--- src/rtl/turn_timer.sv ---
// turn_timer: per-turn countdown with its own tick prescaler and start/stop handshake.
// Optional feature: define TURN_TIMER_PAUSE_EN to add a PAUSE input that freezes the countdown.
module turn_timer #(
    parameter int TICK_DIV = 50,
    parameter int LIMIT_W  = 4
) (
    input  logic               CLKT,
    input  logic               R,
    input  logic               START,
    input  logic [LIMIT_W-1:0] LIMIT,
    input  logic               STOP,
`ifdef TURN_TIMER_PAUSE_EN
    input  logic               PAUSE,
`endif
    output logic               BUSY,
    output logic [LIMIT_W-1:0] TEMPO,
    output logic               end_time,
    output logic               stopped
);

    localparam int                PCNT_W   = (TICK_DIV > 1) ? $clog2(TICK_DIV) : 1;
    localparam logic [PCNT_W-1:0] PCNT_MAX = PCNT_W'(TICK_DIV - 1);
    localparam logic [LIMIT_W-1:0] ONE     = LIMIT_W'(1);

    typedef enum logic {
        IDLE = 1'b0,
        RUN  = 1'b1
    } state_t;

    state_t             state;
    state_t             state_nxt;
    logic [PCNT_W-1:0]  pcnt;
    logic [PCNT_W-1:0]  pcnt_nxt;
    logic [LIMIT_W-1:0] tempo_nxt;
    logic               end_nxt;
    logic               stopped_nxt;
    logic               frozen;
    logic               tick;

`ifdef TURN_TIMER_PAUSE_EN
    assign frozen = PAUSE;
`else
    assign frozen = 1'b0;
`endif

    assign tick = (state == RUN) && !frozen && (pcnt == PCNT_MAX);
    assign BUSY = (state == RUN);

    always_ff @(posedge CLKT or negedge R) begin
        if (!R) begin
            state <= IDLE;
        end else begin
            state <= state_nxt;
        end
    end

    // STOP outranks the final tick, so expiry is only taken when no stop is pending.
    always_comb begin
        state_nxt = state;
        case (state)
            IDLE: begin
                if (START && (LIMIT != '0)) begin
                    state_nxt = RUN;
                end
            end
            RUN: begin
                if (STOP) begin
                    state_nxt = IDLE;
                end else if (tick && (TEMPO <= ONE)) begin
                    state_nxt = IDLE;
                end
            end
            default: state_nxt = IDLE;
        endcase
    end

    always_comb begin
        pcnt_nxt    = pcnt;
        tempo_nxt   = TEMPO;
        end_nxt     = 1'b0;
        stopped_nxt = 1'b0;
        case (state)
            IDLE: begin
                pcnt_nxt = '0;
                if (START) begin
                    tempo_nxt = LIMIT;
                    end_nxt   = (LIMIT == '0);
                end
            end
            RUN: begin
                if (STOP) begin
                    pcnt_nxt    = '0;
                    stopped_nxt = 1'b1;
                end else if (!frozen) begin
                    pcnt_nxt = (pcnt == PCNT_MAX) ? '0 : pcnt + PCNT_W'(1);
                    if (tick) begin
                        if (TEMPO > ONE) begin
                            tempo_nxt = TEMPO - ONE;
                        end else begin
                            tempo_nxt = '0;
                            end_nxt   = 1'b1;
                        end
                    end
                end
            end
            default: begin
                pcnt_nxt = '0;
            end
        endcase
    end

    always_ff @(posedge CLKT or negedge R) begin
        if (!R) begin
            pcnt     <= '0;
            TEMPO    <= '0;
            end_time <= 1'b0;
            stopped  <= 1'b0;
        end else begin
            pcnt     <= pcnt_nxt;
            TEMPO    <= tempo_nxt;
            end_time <= end_nxt;
            stopped  <= stopped_nxt;
        end
    end

endmodule

--- config.mk ---
export PLATFORM = sky130hd
export DESIGN_NAME = turn_timer
export DESIGN_NICKNAME = d
export VERILOG_FILES = /design/src/rtl/turn_timer.sv
export SDC_FILE = /design/constraint.sdc
export NUM_CORES = 1
export LEC_CHECK = 0
export CORE_UTILIZATION = 35
export DETAILED_ROUTE_END_ITERATION = 10
export GPL_ROUTABILITY_DRIVEN = 0
export SYNTH_ARGS = -nofsm -noshare
export SYNTH_HDL_FRONTEND = slang
export SYNTH_SLANG_ARGS = --single-unit
--- constraint.sdc ---
create_clock -name CLKT -period 1.78 [get_ports CLKT]
set_input_delay 0.445 -clock CLKT [delete_from_list [all_inputs] [get_ports CLKT]]
set_output_delay 0.445 -clock CLKT [all_outputs]
set_load 0.01 [all_outputs]
==> run summary <==
status: completed
Min-Delay Path Class: in -> async
CP Data Required Time: 1330 ps
CP max stage cell: clkdlybuf4s50_1
CORE AREA: 2000 um2
Synth area leader: dfrtp_1
Synthesis Warnings: 0
initial antenna violation count: 0
Clock Skew: 10.2 ps
Post-CTS Hold Fix Bufs: 0
final hold vios: 0
# port buffers: 14
PD cells: 883 nW/um2
CTS Buffer Depth: 2
syn avg cell area: 9.99 um2
Max Freq: 576 MHz
number of library cell types mapped by synthesis: 35
# clock sinks: 13
worst path arrival time: 1290 ps
initial core utilization: 37.9%
Final Cell Area: 982 um2
Syn Nets: 88
vias in the first global route: 637
post-DR vias/cell: 5.33
Crit path buffers/inverters: 1
Syn Inst Count: 76
num rows: 16
diode count: 0
CP delay by family, top: buffers and inverters
Setup crit start kind: flop
number of synthesized flops with an enable pin: 0
Placed Cells: 120
post_cts resized: 0
Skew-Pair Late Insertion Delay: 300 ps
DR WL/cell: 13.3 um
die width: 48.6 um
Synth top area share: 42.8%
Setup violations, final: 0
FF+latch count, synth: 13
worst r2r src: pcnt[3]
DRT iter0 DRCs: 12
Layout Cells excl Fill: 124
first-pass detailed-route iteration total: 4
Final Util: 49.1%
total CTS buffers: 3
DIE AREA: 2360 um2
Least-Margin Pin Slew: 562 ps
RSZ-0062 raised after global routing: no
Setup TNS: 0 ps
VDD IR max: 0.000449 V
reg2reg setup slack: 290 ps
leakage power: 0.416 nW
Critical Path Fanout Max: 6
synth-to-layout area growth: 29.3%
root buffer cell: clkbuf_4
GRT Total Usage: 15.5%
final wirelength: 1640 um
most frequent cell after synthesis: dfrtp_1
CTS tree: yes
first-pass GRT wire length: 2820 um
Async SR Flop Fraction: 100%
synthesized area: 759 um2
top post-synthesis cells by area: dfrtp_1, ha_1, nor2_1
Synth top cells by count: dfrtp_1, nor2_1, inv_1
Residual DRC: 0
Reg clk slew, reported paths: 100 ps
final net count: 110
post-CTS setup repair buffer count: 0
Final Cycle Share: 97.5%
kind of critical path: reg -> out
DP Area: 952 um2
Worst setup EP type: output pin
Final Max Tran Viols: 0
total gr overflow: 0
R2R cell count: 3
max_slew headroom: 62.5%
layout cells sized above 1: 14.4%
DR vias: 661
# H-tree levels: 1
leading register cell type out of synthesis: dfrtp_1
Critical Path Max Stage Delay: 570 ps
worst reg2reg endpoint: pcnt[5]
placed wire-length estimate: 1210 um
hold slack: 439 ps
CP cell instances: clkdlybuf4s50_1
register area share after synthesis: 42.8%
DIE HEIGHT: 48.6 um
DRT antenna net count: 0
Tmin final: 1740 ps
IO Pins: 15
largest net degree at the start of global routing: 14
max cap viols: 0
[cell families (layout without fill, tap and decap cells)]
| kind of cell | Yosys count | in the layout | share of synthesized area (%) |
|---|---|---|---|
| compound gates | 15 | 15 | 13.7 |
| xor+xnor | 3 | 3 | 3.46 |
| fa+ha+maj | 4 | 4 | 6.59 |
| buf+inv | 6 | 27 | 3.95 |
| flops | 13 | 13 | 42.8 |
| mux | 1 | 1 | 1.32 |
| simple gates | 34 | 34 | 28.2 |
[where the power goes]
group | internal (W) | leakage [nW] | switching [W]
clock network | 0.0000838 | 0.0177 | 0.000115
logic | 0.000149 | 0.234 | 0.000134
registers | 0.000335 | 0.165 | 0.0000499
total | 0.000568 | 0.416 | 0.000299
[metal layers]
layer	track usage (%)	vias up	part of all wire [%]
li1	-	320	-
met1	21.7	316	49
met2	22.8	20	43
met3	2.20	5	4.7
met4	8.82	0	2.7
met5	0	-	0
[metrics by stage]
stage | power (W) | worst slack, ps
final | 0.000867 | 44.0
after global routing | 0.000918 | 16.1
after CTS | 0.000867 | 2.10
after detailed placement | 0.000669 | 75.6
after global placement | 0.000669 | 60.9
after floorplan | 0.000537 | 387
[flip-flops by register name, indices dropped and copies added (netlist names)]
name / flops
end_time: 1
TEMPO: 4
pcnt: 6
BUSY: 1
stopped: 1
[cells in the final DEF, fill, tap and decap left out, drive strengths merged, types with 2 or more instances in the layout]
master / netlist / final
a21oi: 2 / 2
nand3: 3 / 3
o211ai: 4 / 4
clkbuf: 0 / 3
nand4: 2 / 2
dfrtp: 13 / 13
nand2b: 3 / 3
nor4: 2 / 2
inv: 5 / 5
clkdlybuf4s50: 0 / 14
nand2: 3 / 3
nor2b: 2 / 2
xor2: 2 / 2
nor2: 8 / 8
buf: 1 / 4
o21ai: 3 / 3
ha: 4 / 4
[cell type report]
type | count | area, um2
Timing Repair Buffer | 18 | 170
Fill cell | 201 | 1020
Sequential cell | 13 | 328
Clock inverter | 1 | 5.00
Clock buffer | 3 | 22.5
Inverter | 5 | 18.8
Tap cell | 27 | 33.8
Multi-Input combinational cell | 57 | 404
[worst max-delay path by stage]
stage / cells after the start / slack [ps] / from / to
6_report: 1 / 40 / TEMPO[3] / TEMPO[3]
4_1_cts: 1 / 2 / TEMPO[2] / TEMPO[2]
3_3_place_gp: 4 / 60 / START / TEMPO[2]
2_1_floorplan: 5 / 390 / TEMPO[0] / end_time
3_5_place_dp: 4 / 80 / START / TEMPO[2]
5_1_grt: 1 / 20 / TEMPO[2] / TEMPO[2]
Power figures use the tool's default switching activity.
